===== src/rtl/ceespu_memory_pkg.sv =====
// ---------------------------------------------------------------------------
// ceespu_memory_pkg
// Shared definitions for the memory-access stage:
//   - access size codes carried in selMem[1:0]
//   - memory-stage FSM state encoding
//   - writeback source select codes (forwarded, never decoded here)
//   - sign/zero extension helper used by the load aligner
// ---------------------------------------------------------------------------
package ceespu_memory_pkg;

  // Access size codes, selMem[1:0]
  localparam logic [1:0] SZ_WORD = 2'd0;
  localparam logic [1:0] SZ_HALF = 2'd1;
  localparam logic [1:0] SZ_BYTE = 2'd2;

  // Writeback source codes (interpreted by the writeback stage only)
  localparam logic [1:0] WB_ALU = 2'd0;
  localparam logic [1:0] WB_MEM = 2'd1;
  localparam logic [1:0] WB_PC  = 2'd2;

  // Memory-stage FSM states
  typedef enum logic [0:0] {
    ST_IDLE = 1'b0,
    ST_BUS  = 1'b1
  } mem_state_t;

  // Extend a 16-bit lane to 32 bits; is_byte selects an 8-bit source in [7:0].
  function automatic logic [31:0] extend_lane(input logic [15:0] val,
                                              input logic        is_byte,
                                              input logic        zext);
    logic [31:0] res;
    if (is_byte) begin
      res = zext ? {24'h00_0000, val[7:0]} : {{24{val[7]}}, val[7:0]};
    end else begin
      res = zext ? {16'h0000, val} : {{16{val[15]}}, val};
    end
    return res;
  endfunction

endpackage


===== src/rtl/ceespu_load_align.sv =====
// ---------------------------------------------------------------------------
// ceespu_load_align
// Combinational load data aligner: selects the addressed byte / half-word
// lane from the bus read word and extends it to 32 bits.
// Ports:
//   i_rdata  [31:0]  read data word from the bus
//   i_addr   [1:0]   low byte-address bits of the access
//   i_selMem [2:0]   [1:0] size (word/half/byte), [2] 1=zero-extend
//   o_data   [31:0]  aligned, extended load data
// Half-word accesses look at i_addr[1] only; word accesses ignore i_addr.
// ---------------------------------------------------------------------------
module ceespu_load_align
  import ceespu_memory_pkg::*;
(
  input  logic [31:0] i_rdata,
  input  logic [1:0]  i_addr,
  input  logic [2:0]  i_selMem,
  output logic [31:0] o_data
);

  logic [7:0]  w_byte;
  logic [15:0] w_half;

  // Lane selection for byte and half-word accesses
  always_comb begin
    w_byte = 8'h00;
    case (i_addr)
      2'd0:    w_byte = i_rdata[7:0];
      2'd1:    w_byte = i_rdata[15:8];
      2'd2:    w_byte = i_rdata[23:16];
      2'd3:    w_byte = i_rdata[31:24];
      default: w_byte = 8'h00;
    endcase
    if (i_addr[1]) begin
      w_half = i_rdata[31:16];
    end else begin
      w_half = i_rdata[15:0];
    end
  end

  // Size decode and extension; an unused size code behaves as a word
  always_comb begin
    o_data = i_rdata;
    case (i_selMem[1:0])
      SZ_BYTE: o_data = extend_lane({8'h00, w_byte}, 1'b1, i_selMem[2]);
      SZ_HALF: o_data = extend_lane(w_half, 1'b0, i_selMem[2]);
      SZ_WORD: o_data = i_rdata;
      default: o_data = i_rdata;
    endcase
  end

endmodule


===== src/rtl/ceespu_memory.sv =====
// ---------------------------------------------------------------------------
// ceespu_memory
// Memory-access pipeline stage. Non-memory instructions pass to the
// writeback registers in one cycle. Memory instructions are captured, a
// bus transaction is held until ack (or watchdog abort), and the aligned
// load data plus the captured fields are then registered for writeback.
// Ports:
//   I_clk, I_rst (async, active-low)
//   I_we, I_aluResult, I_memAddress, I_storeData, I_memE, I_memWe,
//   I_selMem, I_selWb, I_regD, I_PC         execute pipeline register
//   O_dmem_req/addr/we/wdata, I_dmem_ack/rdata  data bus
//   O_busy       combinational stall request upstream
//   O_bus_error  one-cycle pulse on watchdog abort
//   O_we, O_regD, O_selWb, O_PC, O_aluResult, O_memData  to writeback
// ---------------------------------------------------------------------------
module ceespu_memory
  import ceespu_memory_pkg::*;
#(
  parameter int P_TIMEOUT = 64,
  parameter int P_CNT_W   = 7
) (
  input  logic        I_clk,
  input  logic        I_rst,
  input  logic        I_we,
  input  logic [31:0] I_aluResult,
  input  logic [24:0] I_memAddress,
  input  logic [31:0] I_storeData,
  input  logic        I_memE,
  input  logic [3:0]  I_memWe,
  input  logic [2:0]  I_selMem,
  input  logic [1:0]  I_selWb,
  input  logic [4:0]  I_regD,
  input  logic [24:0] I_PC,
  output logic        O_dmem_req,
  output logic [22:0] O_dmem_addr,
  output logic [3:0]  O_dmem_we,
  output logic [31:0] O_dmem_wdata,
  input  logic        I_dmem_ack,
  input  logic [31:0] I_dmem_rdata,
  output logic        O_busy,
  output logic        O_bus_error,
  output logic        O_we,
  output logic [4:0]  O_regD,
  output logic [1:0]  O_selWb,
  output logic [24:0] O_PC,
  output logic [31:0] O_aluResult,
  output logic [31:0] O_memData
);

  mem_state_t         r_state;
  mem_state_t         w_next_state;
  logic [P_CNT_W-1:0] r_cnt;
  logic               r_req;
  logic [24:0]        r_addr;
  logic [3:0]         r_dmem_we;
  logic [31:0]        r_wdata;
  logic [2:0]         r_selMem;
  logic [4:0]         r_regD;
  logic [1:0]         r_selWb;
  logic [24:0]        r_PC;
  logic [31:0]        r_aluResult;
  logic               r_we;
  logic               w_timeout;
  logic [31:0]        w_load_data;

  // Last watchdog cycle: abort unless ack arrives in this same cycle
  assign w_timeout = (r_state == ST_BUS) && (r_cnt == P_CNT_W'(P_TIMEOUT - 1));

  assign O_dmem_req   = r_req;
  assign O_dmem_addr  = r_addr[24:2];
  assign O_dmem_we    = r_dmem_we;
  assign O_dmem_wdata = r_wdata;

  ceespu_load_align u_align (
    .i_rdata  (I_dmem_rdata),
    .i_addr   (r_addr[1:0]),
    .i_selMem (r_selMem),
    .o_data   (w_load_data)
  );

  // FSM state register
  always_ff @(posedge I_clk or negedge I_rst) begin
    if (!I_rst) begin
      r_state <= ST_IDLE;
    end else begin
      r_state <= w_next_state;
    end
  end

  // FSM next-state logic
  always_comb begin
    w_next_state = r_state;
    case (r_state)
      ST_IDLE: begin
        if (I_memE) begin
          w_next_state = ST_BUS;
        end else begin
          w_next_state = ST_IDLE;
        end
      end
      ST_BUS: begin
        if (I_dmem_ack || w_timeout) begin
          w_next_state = ST_IDLE;
        end else begin
          w_next_state = ST_BUS;
        end
      end
      default: w_next_state = ST_IDLE;
    endcase
  end

  // FSM output logic: stall while a memory op is being captured or waiting
  always_comb begin
    O_busy = 1'b0;
    case (r_state)
      ST_IDLE: O_busy = I_memE;
      ST_BUS:  O_busy = !I_dmem_ack && !w_timeout;
      default: O_busy = 1'b0;
    endcase
  end

  // Bus capture, watchdog and writeback pipeline registers
  always_ff @(posedge I_clk or negedge I_rst) begin
    if (!I_rst) begin
      r_cnt       <= '0;
      r_req       <= 1'b0;
      r_addr      <= 25'h000_0000;
      r_dmem_we   <= 4'h0;
      r_wdata     <= 32'h0000_0000;
      r_selMem    <= 3'd0;
      r_regD      <= 5'd0;
      r_selWb     <= 2'd0;
      r_PC        <= 25'h000_0000;
      r_aluResult <= 32'h0000_0000;
      r_we        <= 1'b0;
      O_bus_error <= 1'b0;
      O_we        <= 1'b0;
      O_regD      <= 5'd0;
      O_selWb     <= 2'd0;
      O_PC        <= 25'h000_0000;
      O_aluResult <= 32'h0000_0000;
      O_memData   <= 32'h0000_0000;
    end else begin
      O_bus_error <= 1'b0;
      case (r_state)
        ST_IDLE: begin
          if (I_memE) begin
            r_addr      <= I_memAddress;
            r_dmem_we   <= I_memWe;
            r_wdata     <= I_storeData;
            r_selMem    <= I_selMem;
            r_regD      <= I_regD;
            r_selWb     <= I_selWb;
            r_PC        <= I_PC;
            r_aluResult <= I_aluResult;
            r_we        <= I_we;
            r_req       <= 1'b1;
            r_cnt       <= '0;
            O_we        <= 1'b0;
          end else begin
            O_we        <= I_we;
            O_regD      <= I_regD;
            O_selWb     <= I_selWb;
            O_PC        <= I_PC;
            O_aluResult <= I_aluResult;
            O_memData   <= 32'h0000_0000;
          end
        end
        ST_BUS: begin
          if (I_dmem_ack) begin
            O_we        <= r_we;
            O_regD      <= r_regD;
            O_selWb     <= r_selWb;
            O_PC        <= r_PC;
            O_aluResult <= r_aluResult;
            // Stores have nonzero byte enables and return no data
            O_memData   <= (r_dmem_we != 4'h0) ? 32'h0000_0000 : w_load_data;
            r_req       <= 1'b0;
            r_dmem_we   <= 4'h0;
            r_cnt       <= '0;
          end else if (w_timeout) begin
            O_bus_error <= 1'b1;
            O_we        <= 1'b0;
            r_req       <= 1'b0;
            r_dmem_we   <= 4'h0;
            r_cnt       <= '0;
          end else begin
            r_cnt       <= r_cnt + P_CNT_W'(1);
          end
        end
        default: begin
          r_req <= 1'b0;
          O_we  <= 1'b0;
        end
      endcase
    end
  end

endmodule


===== config.mk =====
export PLATFORM = sky130hd
export DESIGN_NAME = ceespu_memory
export DESIGN_NICKNAME = d
export VERILOG_FILES = /design/src/rtl/ceespu_memory_pkg.sv /design/src/rtl/ceespu_load_align.sv /design/src/rtl/ceespu_memory.sv
export SDC_FILE = /design/constraint.sdc
export NUM_CORES = 1
export LEC_CHECK = 0
export ABC_AREA = 1
export BUFFER_PORTS_ARGS = -buffer_cell sky130_fd_sc_hd__buf_2
export CORE_MARGIN = 2
export CORE_UTILIZATION = 55
export DETAILED_ROUTE_END_ITERATION = 8
export GPL_TIMING_DRIVEN = 1
export PLACE_DENSITY = 0.9
export SYNTH_ARGS = -nofsm -noshare
export SYNTH_HDL_FRONTEND = slang
export SYNTH_SLANG_ARGS = --single-unit

===== constraint.sdc =====
create_clock -name I_clk -period 4.1 [get_ports I_clk]
set_input_delay 0.82 -clock I_clk [delete_from_list [all_inputs] [get_ports I_clk]]
set_output_delay 0.82 -clock I_clk [all_outputs]
set_load 0.05 [all_outputs]

[After elaboration in Yosys (flattened, before gate mapping)]
Cells that the tools add are included.
Operators by class
  add/sub/neg operators: 1
  eq/ne operators: 10
  mux-type cells: 43
  bitwise operators: 1
  reduce and logical (&&, ||, !) cells: 10
Operator list (count)
  32-bit two-way mux: 7
  32-bit case mux with 2 select lines: 3
  25-bit two-way mux: 2
  25-bit case mux with 2 select lines: 1
  8-bit case mux with 4 select lines: 1
  7-bit two-way mux: 3
  16-bit two-way mux: 1
  7-bit case mux with 2 select lines: 1
  4-bit two-way mux: 3
  1-bit two-way mux: 10
  5-bit two-way mux: 2
  5-bit case mux with 2 select lines: 1
  1-bit case mux with 2 select lines: 4
  4-bit case mux with 2 select lines: 1
  7-bit by 1-bit adder with 7-bit output (second input constant): 1
  7-bit by 6-bit equality test with 1-bit output (second input constant): 1
  2-bit equality test (second input constant): 3
  2-bit inequality test (second input constant): 3
  2-bit AND reduction: 3
  2-bit by 1-bit equality test with 1-bit output (second input constant): 2
  2-bit two-way mux: 2
  2-bit case mux with 2 select lines: 1
  4-bit nonzero test: 1
  3-bit by 2-bit inequality test with 1-bit output (second input constant): 1
  other kinds (5): 7
Storage, ports and cells
  register bits after elaboration: 236
  input port bits: 165
  word-level logic and storage cells: 84

[Logic depth before layout (Yosys ltp)]
  depth after elaboration: 7
  gate-level depth with buffers: 9
  gate-level depth less buffers: 8

[Modules after synthesis]
From an unflattened synthesis, not the netlist that was laid out.
Second synthesis, totals
  cell total of the unflattened synthesis: 1328
  area, all modules: 10570.1 µm²
Modules (own cells, without submodules)
  ceespu_memory: times used 1, cells each 1131, area each 9666.8 µm², seq. area each 5905.7 µm²
  ceespu_load_align: times used 1, cells each 197, area each 903.4 µm², seq. area each 0.0 µm²

[Worst setup path after synthesis]
Ideal clock, no wire load.
  kind: input to output
  start point: in I_memE
  end point: out O_busy
  arrival: 1.561 ns
  data required time: 3.280 ns
  path slack: 1.719 ns
  cell stages on the path: 4
  cell sequence: nand2_2 -> buf_6 -> buf_2 -> nand2_1
On the way
  word-level cells in the longest chain between the ends: 1
Ends and longest elaborated chain
  start, declared: RTL line ceespu_memory.sv:28  | input logic I_memE,
  1-bit case mux with 2 select lines: RTL line ceespu_memory.sv:115  | case (r_state)
  end, declared: RTL line ceespu_memory.sv:40  | output logic O_busy,
Every way passes these cells.

[Worst setup path in the final report]
  start point: reg r_state
  end point: out O_busy
On the way
  word-level cells in the longest chain between the ends: 4
  elaborated cells between the ends (all ways): 5
Ends and longest elaborated chain
  start, declared: RTL line ceespu_memory.sv:50  | mem_state_t r_state;
  start signal, assigned: RTL line ceespu_memory.sv:86  | r_state <= w_next_state;
  1-bit logical AND: RTL line ceespu_memory.sv:67  | assign w_timeout = (r_state == ST_BUS) && (r_cnt == P_CNT_W'(P_TIMEOUT - 1));
  1-bit zero test: RTL line ceespu_memory.sv:117  | ST_BUS: O_busy = !I_dmem_ack && !w_timeout;
  1-bit logical AND: RTL line ceespu_memory.sv:117
  1-bit case mux with 2 select lines (*): RTL line ceespu_memory.sv:115
Every way passes the cells marked *; elsewhere a longest branch is shown, timed or not.

==> summary.md <==
| Metric | Value |
|---|---|
| CTS buffer count | 26 |
| GRT overflow | 0 |
| Area of the multi-input gates | 3904 um^2 |
| Setup crit end kind | output pin |
| Hpwl dp | 18.08 mm |
| Min-Delay Path Class | in2async |
| Core area | 18,640 um^2 |
| Initial drt markers | 535 |
| Clk_lat worst skew | 0.52 ns |
| Number of flops mapped to enable cells by yosys | 0 |
| Hold Violations, Final | 0 |
| Most common cell after layout, fill and taps aside | buf_2 |
| Final Cell Area | 12,800 um^2 |
| Post-synth top area share | 56.71% |
| Setup ws final | 1.298 ns |
| Fmax achieved | 356.9 MHz |
| Cell Area, Synth | 10,410 um^2 |
| First-pass GRT wire length | 42.35 mm |
| Final non-filler cell total | 1,567 |
| Most used DFF post-synth | dfrtp_1 |
| Switching Share | 41.39% |
| RSZ-0062 raised after global routing | no |
| CTS Root Cell | clkbuf_16 |
| Seq/Total Area, Yosys | 56.71% |
| NumNets Final | 1,482 |
| Resized cells post-CTS | 0 |
| Clock Sinks | 236 |
| CTS tree | done |
| Die X | 141.6 um |
| Final setup vio count | 0 |
| Internal Power | 5.058 mW |
| YS warnings | 0 |
| Async SR Flop Fraction | 100.0% |
| Setup tns final | 0 ns |
| Initial antenna violation count | 1 |
| Met2 Routed Length | 13.94 mm |
| Clk pwr share | 26.2% |
| Synth area leaders | dfrtp_1 (57%), nand2_1 (9.9%), mux2_2 (6.8%) |
| Reg area | 5907 um^2 |
| Initial Util | 55.86% |
| Row cnt | 50 |
| Post-place setup slack | 1.192 ns |
| Die area | 20,050 um^2 |
| Finished Core Util | 68.65% |
| Most frequent cells in the layout | buf_2 (322), nand2_1 (275), dfrtp_1 (235), nor2_1 (115), a31oi_1 (64) |
| Top Ports | 324 |
| GRT Util Overall | 26.17% |
| Max Used Layer | met4 |
| Worst slew margin | 18.35% |
| Mapped Cells | 1,034 |
| Area leader, netlist | dfrtp_1 |
| Mapped Nets | 1,202 |
| Vias in the first global route | 8,479 |
| Setup Buffers After CTS | 0 |
| Psw | 3.573 mW |
| Clock slew at reported path FFs | 0.06 ns |
| 1st-pass router iterations | 6 |
| Drc violations | 0 |
| Fin crit share | 68.35% |
| Vias per Instance | 5.498 |
| Logic pwr share | 36.8% |
| DR WL/cell | 17.30 um |
| Type of origin of the critical path | flip-flop |
| Final Skew | 0.01930 ns |
| Req. time, crit path | 3.28 ns |
| Status | finished, final reports clean |
| Min cycle time layout | 2.802 ns |
| CTS Hold Bufs | 0 |
| Synth Register Bits | 236 |
| PwrDens | 674.4 nW/um^2 |
| Max cap viols | 0 |
| Port buffer count | 323 |
| Worst vdd ir | 0.4480 mV |
| Area after DPL | 11,950 um^2 |
| Global placement routability congestion | 0.9228 |
| Reg power frac | 37.0% |
| Clock Tree Buf Depth | 3 |
| Vias | 8,616 |
| WL met1 | 9.856 mm |
| CTS H-tree lvls | 1 |
| WL final | 27.11 mm |
| CP Max Fanout | 80 |
| Layout cells sized above 1 | 34.34% |
| Met3 WL | 2.320 mm |
| Critical path arrival | 1.98 ns |
| Filler cells | 1,322 |
| Final ANT Viol Nets | 0 |
| Kind of critical path | reg2out |
| Largest net degree at the start of global routing | 129 |
| Synth cell types | 30 |
| Final slew viol count | 0 |
| Slew @ Worst Pin | 1.225 ns |
| Leakage | 6.428 nW |
| Avg Cell Area, Syn | 10.07 um^2 |
| Die height | 141.6 um |
| Dpl cells | 1,520 |
| Area Overhead vs Synth | 22.90% |
kinds of logic (layout without fill, tap and decap cells):
kind of cell / Yosys count / in the layout / synth area share, %
AND/OR/NAND/NOR: 441 / 441 / 17.16
flip-flops: 236 / 236 / 56.71
AO/OA/AOI/OAI: 120 / 120 / 6.885
multiplexers: 119 / 119 / 12.87
buffers and inverters: 114 / 411 / 5.935
adder cells (fa/ha/maj): 3 / 3 / 0.3605
XOR/XNOR: 1 / 1 / 0.08412
other: 0 / 2 / 0
per-stage QoR:
stage               hold WS (ns)  total power, mW
floorplan                 0.4534            5.606
global placement          0.4520            6.251
detailed placement        0.4605            6.371
CTS                       0.4368            8.664
global route              0.4642            8.986
finish                    0.3328            8.631
sequential cells by signal (all words and copies together) (netlist names), 2 cells and up:
signal,count
O_PC,25
O_aluResult,32
O_dmem_wdata,32
O_dmem_we,4
O_memData,32
O_regD,5
O_selWb,2
r_PC,25
r_addr,25
r_aluResult,32
r_cnt,7
r_regD,5
r_selMem,3
r_selWb,2
power by group through the flow:
stage | registers (mW) | logic, mW | clock network [mW]
finish | 3.19 | 3.18 | 2.26
global route | 3.25 | 3.35 | 2.38
CTS | 3.18 | 3.18 | 2.30
detailed placement | 3.21 | 3.16 | 0
global placement | 3.17 | 3.08 | 0
floorplan | 4.33 | 1.28 | 0
Yosys cell counts, drive strengths merged (2+ instances only):
cell type / count
mux2: 119
or2: 10
dfrtp: 236
o21ai: 20
inv: 32
a211oi: 7
a31oi: 64
ha: 3
nor2: 118
a21oi: 23
clkinv: 2
clkbuf: 18
buf: 62
o211ai: 4
nand3: 36
nand2: 276
cell type report:
cell class | count | share of cell area, %
timing repair buffer | 332 | 13.43
multi-input combinational | 684 | 30.50
sequential | 236 | 46.15
antenna | 2 | 0.03910
clock inverter | 3 | 0.4008
inverter | 34 | 1.007
clock buffer | 42 | 6.179
tap | 234 | 2.288
final timing paths:
kind | start | endpoint | slack (ns) | cells after the start
worst min-delay path | I_rst | r_addr[18]$_DFFE_PN0P_ | 0.33 | 1
min in group I_clk | O_memData[11]$_DFFE_PN0P_ | O_memData[11]$_DFFE_PN0P_ | 0.48 | 2
worst max-delay path | r_state$_DFF_PN0_ | O_busy | 1.30 | 4
worst min register to register | O_memData[11]$_DFFE_PN0P_ | O_memData[11]$_DFFE_PN0P_ | 0.48 | 2
worst max register to register | r_state$_DFF_PN0_ | O_PC[18]$_DFFE_PN0P_ | 1.59 | 7
max in group asynchronous | I_rst | r_addr[4]$_DFFE_PN0P_ | 2.76 | 2
critical path, cell delays in order, from the launching register on:
cell and delay, ns:
dfrtp_2 0.44, inv_2 0.13, nand2_8 0.35, nand2_1 0.22, buf_2 0.30
metal layers:
| metal | up-vias | track usage, % |
|---|---|---|
| li1 | 3963 | - |
| met1 | 4172 | 30.76 |
| met2 | 394 | 46.01 |
| met3 | 87 | 6.716 |
| met4 | 0 | 10.53 |
| met5 | - | 0 |
No activity file was read; power rests on OpenSTA's default activity.
